==> src/rtl/tlb_write_pack_pkg.sv <==
// Shared definitions for the TLB write path: packed-entry field positions,
// CP0 register field positions and the write-sequencer state encoding.
package tlb_write_pack_pkg;

    localparam int ENTRY_W = 90;

    // Packed TLB entry fields
    localparam int TLB_VPN2_HI = 89;
    localparam int TLB_VPN2_LO = 71;
    localparam int TLB_ASID_HI = 70;
    localparam int TLB_ASID_LO = 63;
    localparam int TLB_MASK_HI = 62;
    localparam int TLB_MASK_LO = 51;
    localparam int TLB_G_BIT   = 50;
    localparam int TLB_PFN0_HI = 49;
    localparam int TLB_PFN0_LO = 30;
    localparam int TLB_C0_HI   = 29;
    localparam int TLB_C0_LO   = 27;
    localparam int TLB_D0_BIT  = 26;
    localparam int TLB_V0_BIT  = 25;
    localparam int TLB_PFN1_HI = 24;
    localparam int TLB_PFN1_LO = 5;
    localparam int TLB_C1_HI   = 4;
    localparam int TLB_C1_LO   = 2;
    localparam int TLB_D1_BIT  = 1;
    localparam int TLB_V1_BIT  = 0;

    // CP0 register fields
    localparam int CP0_EHI_VPN2_HI = 31;
    localparam int CP0_EHI_VPN2_LO = 13;
    localparam int CP0_EHI_ASID_HI = 7;
    localparam int CP0_EHI_ASID_LO = 0;
    localparam int CP0_PM_MASK_HI  = 24;
    localparam int CP0_PM_MASK_LO  = 13;
    localparam int CP0_LO_PFN_HI   = 25;
    localparam int CP0_LO_PFN_LO   = 6;
    localparam int CP0_LO_C_HI     = 5;
    localparam int CP0_LO_C_LO     = 3;
    localparam int CP0_LO_D_BIT    = 2;
    localparam int CP0_LO_V_BIT    = 1;
    localparam int CP0_LO_G_BIT    = 0;

    typedef logic [ENTRY_W-1:0] tlb_entry_t;

    typedef enum logic [1:0] {
        ST_IDLE  = 2'd0,
        ST_WRITE = 2'd1,
        ST_DONE  = 2'd2
    } wstate_e;

endpackage

==> src/rtl/tlb_random_reg.sv <==
// CP0 Random register: free-running down-counter that wraps above Wired,
// reloads on a Wired write and holds while a TLB write is in flight.
module tlb_random_reg
    import tlb_write_pack_pkg::*;
#(
    parameter int TLB_NUM = 16,
    parameter int IDX_W   = 4
) (
    input  logic             clk,
    input  logic             rst,
    input  logic             freeze_i,
    input  logic             wired_we_i,
    input  logic [31:0]      wired_i,
    output logic [IDX_W-1:0] random_o
);

    localparam logic [IDX_W-1:0] RANDOM_TOP = IDX_W'(TLB_NUM - 1);

    logic [IDX_W-1:0] random_q;
    logic [IDX_W-1:0] random_d;
    logic             wrap;

    // An out-of-range Wired pins Random at the top entry.
    assign wrap = (wired_i >= 32'(TLB_NUM)) || (random_q <= wired_i[IDX_W-1:0]);

    always_comb begin
        random_d = random_q;
        if (wired_we_i) begin
            random_d = RANDOM_TOP;
        end else if (!freeze_i) begin
            random_d = wrap ? RANDOM_TOP : random_q - IDX_W'(1);
        end
    end

    always_ff @(posedge clk) begin
        if (rst) begin
            random_q <= RANDOM_TOP;
        end else begin
            random_q <= random_d;
        end
    end

    assign random_o = random_q;

endmodule

==> src/rtl/tlb_write_pack.sv <==
// TLBWI/TLBWR write sequencer: packs CP0 state into a TLB entry, then issues
// one registered array write while stalling the pipeline.
module tlb_write_pack
    import tlb_write_pack_pkg::*;
#(
    parameter int TLB_NUM = 16,
    parameter int IDX_W   = 4
) (
    input  logic               clk,
    input  logic               rst,
    input  logic               tlbwi_req,
    input  logic               tlbwr_req,
    input  logic [31:0]        cp0_entryhi,
    input  logic [31:0]        cp0_entrylo0,
    input  logic [31:0]        cp0_entrylo1,
    input  logic [31:0]        cp0_pagemask,
    input  logic [31:0]        cp0_index,
    input  logic [31:0]        cp0_wired,
    input  logic               wired_we,
    output logic               tlb_we,
    output logic [IDX_W-1:0]   tlb_widx,
    output logic [ENTRY_W-1:0] tlb_wdata,
    output logic [IDX_W-1:0]   random_out,
    output logic               stall,
    output logic               write_done
);

    wstate_e          state_q, state_d;
    logic [IDX_W-1:0] idx_q, idx_d;
    tlb_entry_t       data_q, data_d;
    tlb_entry_t       entry_packed;
    logic             req;
    logic             freeze;
    logic [IDX_W-1:0] random_q;
    logic             unused_cp0;

    assign req = tlbwi_req | tlbwr_req;

    always_comb begin
        entry_packed = '0;
        entry_packed[TLB_VPN2_HI:TLB_VPN2_LO] = cp0_entryhi[CP0_EHI_VPN2_HI:CP0_EHI_VPN2_LO];
        entry_packed[TLB_ASID_HI:TLB_ASID_LO] = cp0_entryhi[CP0_EHI_ASID_HI:CP0_EHI_ASID_LO];
        entry_packed[TLB_MASK_HI:TLB_MASK_LO] = cp0_pagemask[CP0_PM_MASK_HI:CP0_PM_MASK_LO];
        // The entry is global only if both halves agree it is.
        entry_packed[TLB_G_BIT] = cp0_entrylo0[CP0_LO_G_BIT] & cp0_entrylo1[CP0_LO_G_BIT];
        entry_packed[TLB_PFN0_HI:TLB_PFN0_LO] = cp0_entrylo0[CP0_LO_PFN_HI:CP0_LO_PFN_LO];
        entry_packed[TLB_C0_HI:TLB_C0_LO]     = cp0_entrylo0[CP0_LO_C_HI:CP0_LO_C_LO];
        entry_packed[TLB_D0_BIT]              = cp0_entrylo0[CP0_LO_D_BIT];
        entry_packed[TLB_V0_BIT]              = cp0_entrylo0[CP0_LO_V_BIT];
        entry_packed[TLB_PFN1_HI:TLB_PFN1_LO] = cp0_entrylo1[CP0_LO_PFN_HI:CP0_LO_PFN_LO];
        entry_packed[TLB_C1_HI:TLB_C1_LO]     = cp0_entrylo1[CP0_LO_C_HI:CP0_LO_C_LO];
        entry_packed[TLB_D1_BIT]              = cp0_entrylo1[CP0_LO_D_BIT];
        entry_packed[TLB_V1_BIT]              = cp0_entrylo1[CP0_LO_V_BIT];
    end

    assign unused_cp0 = ^{cp0_entryhi[12:8], cp0_entrylo0[31:26], cp0_entrylo1[31:26],
                          cp0_pagemask[31:25], cp0_pagemask[12:0], cp0_index[31:IDX_W]};

    always_comb begin
        state_d = state_q;
        idx_d   = idx_q;
        data_d  = data_q;
        case (state_q)
            ST_IDLE: begin
                if (req) begin
                    state_d = ST_WRITE;
                    idx_d   = tlbwi_req ? cp0_index[IDX_W-1:0] : random_q;
                    data_d  = entry_packed;
                end
            end
            ST_WRITE: state_d = ST_DONE;
            // Requests still visible here belong to the retiring instruction.
            ST_DONE:  state_d = ST_IDLE;
            default:  state_d = ST_IDLE;
        endcase
    end

    always_ff @(posedge clk) begin
        if (rst) begin
            state_q <= ST_IDLE;
            idx_q   <= '0;
            data_q  <= '0;
        end else begin
            state_q <= state_d;
            idx_q   <= idx_d;
            data_q  <= data_d;
        end
    end

    // Random must hold from the accepting cycle so TLBWR sees a stable index.
    assign freeze = (state_q != ST_IDLE) || req;

    tlb_random_reg #(
        .TLB_NUM (TLB_NUM),
        .IDX_W   (IDX_W)
    ) u_random (
        .clk        (clk),
        .rst        (rst),
        .freeze_i   (freeze),
        .wired_we_i (wired_we),
        .wired_i    (cp0_wired),
        .random_o   (random_q)
    );

    assign tlb_we     = (state_q == ST_WRITE);
    assign tlb_widx   = idx_q;
    assign tlb_wdata  = data_q;
    assign random_out = random_q;
    assign stall      = ((state_q == ST_IDLE) && req) || (state_q == ST_WRITE);
    assign write_done = (state_q == ST_DONE);

endmodule

==> config.mk <==
export PLATFORM = sky130hd
export DESIGN_NAME = tlb_write_pack
export DESIGN_NICKNAME = d
export VERILOG_FILES = /design/src/rtl/tlb_write_pack_pkg.sv /design/src/rtl/tlb_random_reg.sv /design/src/rtl/tlb_write_pack.sv
export SDC_FILE = /design/constraint.sdc
export NUM_CORES = 1
export LEC_CHECK = 0
export BUFFER_PORTS_ARGS = -buffer_cell sky130_fd_sc_hd__buf_2
export CAP_MARGIN = 20
export CORE_AREA = 10 10 108 110
export CTS_CLUSTER_DIAMETER = 150
export DETAILED_ROUTE_END_ITERATION = 12
export DIE_AREA = 0 0 118 120
export GPL_TIMING_DRIVEN = 0
export PLACE_DENSITY = 0.8
export SYNTH_ARGS = -nofsm -noshare
export SYNTH_HDL_FRONTEND = slang
export SYNTH_SLANG_ARGS = --single-unit
==> constraint.sdc <==
create_clock -name clk -period 3.1 [get_ports clk]
set_input_delay 0.155 -clock clk [delete_from_list [all_inputs] [get_ports clk]]
set_output_delay 0.155 -clock clk [all_outputs]
set_load 0.02 [all_outputs]
==> flow_summary.json <==
{
  "status": "completed",
  "maxCapViolations": 0,
  "critPathMaxFanout": 6,
  "dieArea_mm2": 0.0142,
  "hold_violations": 0,
  "syn-num-nets": 672,
  "n_fill_cell": 918,
  "ios": 298,
  "clkSinkCount": 100,
  "diodes": 0,
  "grt_overflow": 0,
  "critPathArrivalTime_ns": 2.04,
  "p_seq_share_pct": 51.2,
  "yosys_warnings": 0,
  "setup_violations": 0,
  "synth_top_area_share_pct": 53.8,
  "num_vias": 4019,
  "clkPwrFrac_pct": 26.4,
  "grt_max_degree": 15,
  "slew_viol_final": 0,
  "drtAntennaViolNets": 0,
  "grt_use_total_pct": 17.3,
  "place_area_mm2": 0.00504,
  "crit_type": "register to register",
  "clk_latency_ns": 0.35,
  "drt-total-wl_um": 12900,
  "busiest_layer": "met2",
  "met3_usage_pct": 6.52,
  "r2r_cells": 6,
  "avgSynthCellArea_um2": 7.92,
  "dr.pass1.iters": 4,
  "critPathCaptureType": "register",
  "fin_cells": 848,
  "post-route-period-util_pct": 58.4,
  "cp-start-kind": "register",
  "switching_share_pct": 30.7,
  "die_height_um": 120,
  "first_global_vias": 4100,
  "hold_end": "tlb_wdata[54]$_SDFFE_PP0P_",
  "p_switching_uw": 863,
  "fmax_mhz": 552,
  "r2r_slack_ns": 1.29,
  "cts_resized": 0,
  "gp_congestion": 0.800,
  "whs_ns": 0.0322,
  "p_leak_uw": 0.00257,
  "period_needed_ns": 1.81,
  "comb_power_share_pct": 22.4,
  "holdCritStartpoint": "cp0_pagemask[16]",
  "total_power_uw": 2810,
  "antenna_found_initial": 0,
  "drt-initial-drc-count": 185,
  "holdPathStages": 3,
  "drive_gt1_share_pct": 36.1,
  "grt_use_met2_pct": 30.5,
  "area_growth_pct": 40.0,
  "cts_setup_buffers": 0,
  "port_buffers": 230,
  "cts_tree": "built",
  "fin_nets": 913,
  "cts_buffers": 9,
  "clockBufferDepth": 2,
  "grt_setup_unrepaired": "false",
  "avgViaCountPerCell": 4.74,
  "path_clk_slew_ns": 0.09,
  "cts_max_level": 3,
  "drc_errors": 0,
  "rr_endpoint": "u_random.random_o[1]$_SDFFE_PP1N_",
  "worstMarginPinSlew_ns": 0.536,
  "worstPathRequired_ns": 3.33,
  "core_mm2": 0.00955,
  "maxSlewHeadroom_pct": 64.3,
  "dp_hpwl_um": 10400,
  "vdd_drop_max_mv": 0.327,
  "avgRoutedWirePerCell_um": 15.2,
  "cts-hold-fix-buffers": 0,
  "ys_ff_latch": 100,
  "timing.setup.tns_ns": 0,
  "die-width_um": 118,
  "seqCellArea_mm2": 0.00200,
  "syn_inst": 470,
  "finalClockSkew_ns": 0.00790,
  "synthTopCellsByArea": "dfxtp_1 (54%), nand2_1 (18%), a21oi_1 (12%)",
  "synth_area_leader_cell": "dfxtp_1",
  "cts-root-buf": "clkbuf_8",
  "power.density_mw_per_mm2": 538,
  "syn-cell-area_mm2": 0.00372,
  "ys_seq_area_share_pct": 53.8,
  "r2r-start": "u_random.random_o[0]$_SDFFE_PP1N_",
  "hp-class": "input pin to register",
  "grt_pass1_wl_um": 20200,
  "design_area_mm2": 0.00521,
  "start_util_pct": 39.0,
  "dp.cells": 833,
  "use_met1_pct": 19.0,
  "p_int_uw": 1940,
  "multi_input_area_mm2": 0.00155,
  "synth_cell_types": 25,
  "rows": 36
}
[state kept, by name, indices dropped and copies added, names as in the netlist]
register           cells
u_random.random_o      4
tlb_widx               4
state_q                2
tlb_wdata             90
[worst max-delay path, cell delays in order, from the launching register on]
cell	delay, ns
dfxtp_1	0.43
inv_1	0.10
ha_1	0.29
nand4_1	0.08
nand4_1	0.21
a2111oi_0	0.44
o21ai_0	0.14
[per-stage QoR]
stage          setup slack (ns)  util, %
6_report                   1.29     54.6
2_1_floorplan              1.43        -
4_1_cts                    1.31     54.6
5_1_grt                    1.18     54.6
3_5_place_dp               1.32     52.8
3_3_place_gp               1.38     52.8
[cell usage in the layout (no fill, tap or decap), types with 2 or more instances in the layout]
cell,n
buf_2,243
nand2_1,182
dfxtp_1,100
a21oi_1,91
clkbuf_1,22
nor2_1,11
clkbuf_8,11
nor4_1,8
inv_1,6
a2111oi_0,6
ha_1,5
nand4_1,4
mux2i_1,4
a211oi_1,4
o21ai_0,3
nor2b_1,2
nand3_1,2
nor3_1,2
[worst max-delay path by stage]
| stage | to | depth (start not counted) | slack, ns | from |
|---|---|---|---|---|
| CTS | u_random.random_o[1]$_SDFFE_PP1N_ | 6 | 1.31 | u_random.random_o[0]$_SDFFE_PP1N_ |
| finish | u_random.random_o[1]$_SDFFE_PP1N_ | 6 | 1.29 | u_random.random_o[0]$_SDFFE_PP1N_ |
| global placement | u_random.random_o[3]$_SDFFE_PP1N_ | 6 | 1.38 | u_random.random_o[0]$_SDFFE_PP1N_ |
| detailed placement | u_random.random_o[1]$_SDFFE_PP1N_ | 6 | 1.32 | u_random.random_o[0]$_SDFFE_PP1N_ |
| floorplan | u_random.random_o[3]$_SDFFE_PP1N_ | 6 | 1.43 | u_random.random_o[0]$_SDFFE_PP1N_ |
| global route | u_random.random_o[0]$_SDFFE_PP1N_ | 6 | 1.18 | u_random.random_o[0]$_SDFFE_PP1N_ |
[cells in the mapped netlist]
| cell type | instances |
|---|---|
| clkbuf_1 | 19 |
| buf_2 | 13 |
| or2_2 | 1 |
| o21a_1 | 1 |
| nor4_1 | 8 |
| o211ai_1 | 1 |
| nor3_1 | 2 |
| a211oi_1 | 4 |
| nor4_4 | 1 |
| nand3_1 | 2 |
| inv_1 | 6 |
| nor2b_1 | 2 |
| nor2_1 | 11 |
| nand2_1 | 182 |
| o31ai_1 | 1 |
| dfxtp_1 | 100 |
| nand2b_1 | 1 |
| ha_1 | 5 |
| or4_1 | 1 |
| o21ai_0 | 3 |
| a21oi_1 | 91 |
| a2111oi_0 | 6 |
| mux2i_1 | 4 |
| nand4_1 | 4 |
| buf_6 | 1 |
[metal layers]
metal / share of wire (%) / routed length [um] / up-vias
li1: - / - / 2031
met1: 41 / 5330 / 1801
met3: 8.1 / 1050 / 17
met5: 0 / 0 / -
met2: 49 / 6340 / 170
met4: 1.4 / 187 / 0
[power groups by stage]
stage               clock, uW  combinational (uW)  sequential, uW
floorplan                   0                 238            1590
detailed placement          0                 636            1470
global placement            0                 619            1460
global route              822                 694            1450
finish                    741                 628            1440
CTS                       766                 637            1440
[cell type report]
| cell class | count | share of cell area, % |
|---|---|---|
| Buffer | 33 | 2.83 |
| Clock inverter | 1 | 0.144 |
| Clock buffer | 14 | 3.12 |
| Multi-Input combinational cell | 331 | 29.8 |
| Timing Repair Buffer | 230 | 22.1 |
| Sequential cell | 100 | 38.4 |
| Tap cell | 133 | 3.19 |
| Inverter | 6 | 0.432 |
[kinds of logic (layout without fill, tap and decap cells)]
| logic type | count (synthesis) | count (layout) | synth area share, % |
|---|---|---|---|
| simple gates | 215 | 215 | 23.5 |
| flops | 100 | 100 | 53.8 |
| buf+inv | 39 | 284 | 4.57 |
| compound gates | 107 | 107 | 15.5 |
| mux | 4 | 4 | 1.08 |
| fa+ha+maj | 5 | 5 | 1.68 |
(Power assumes the default switching activity.)
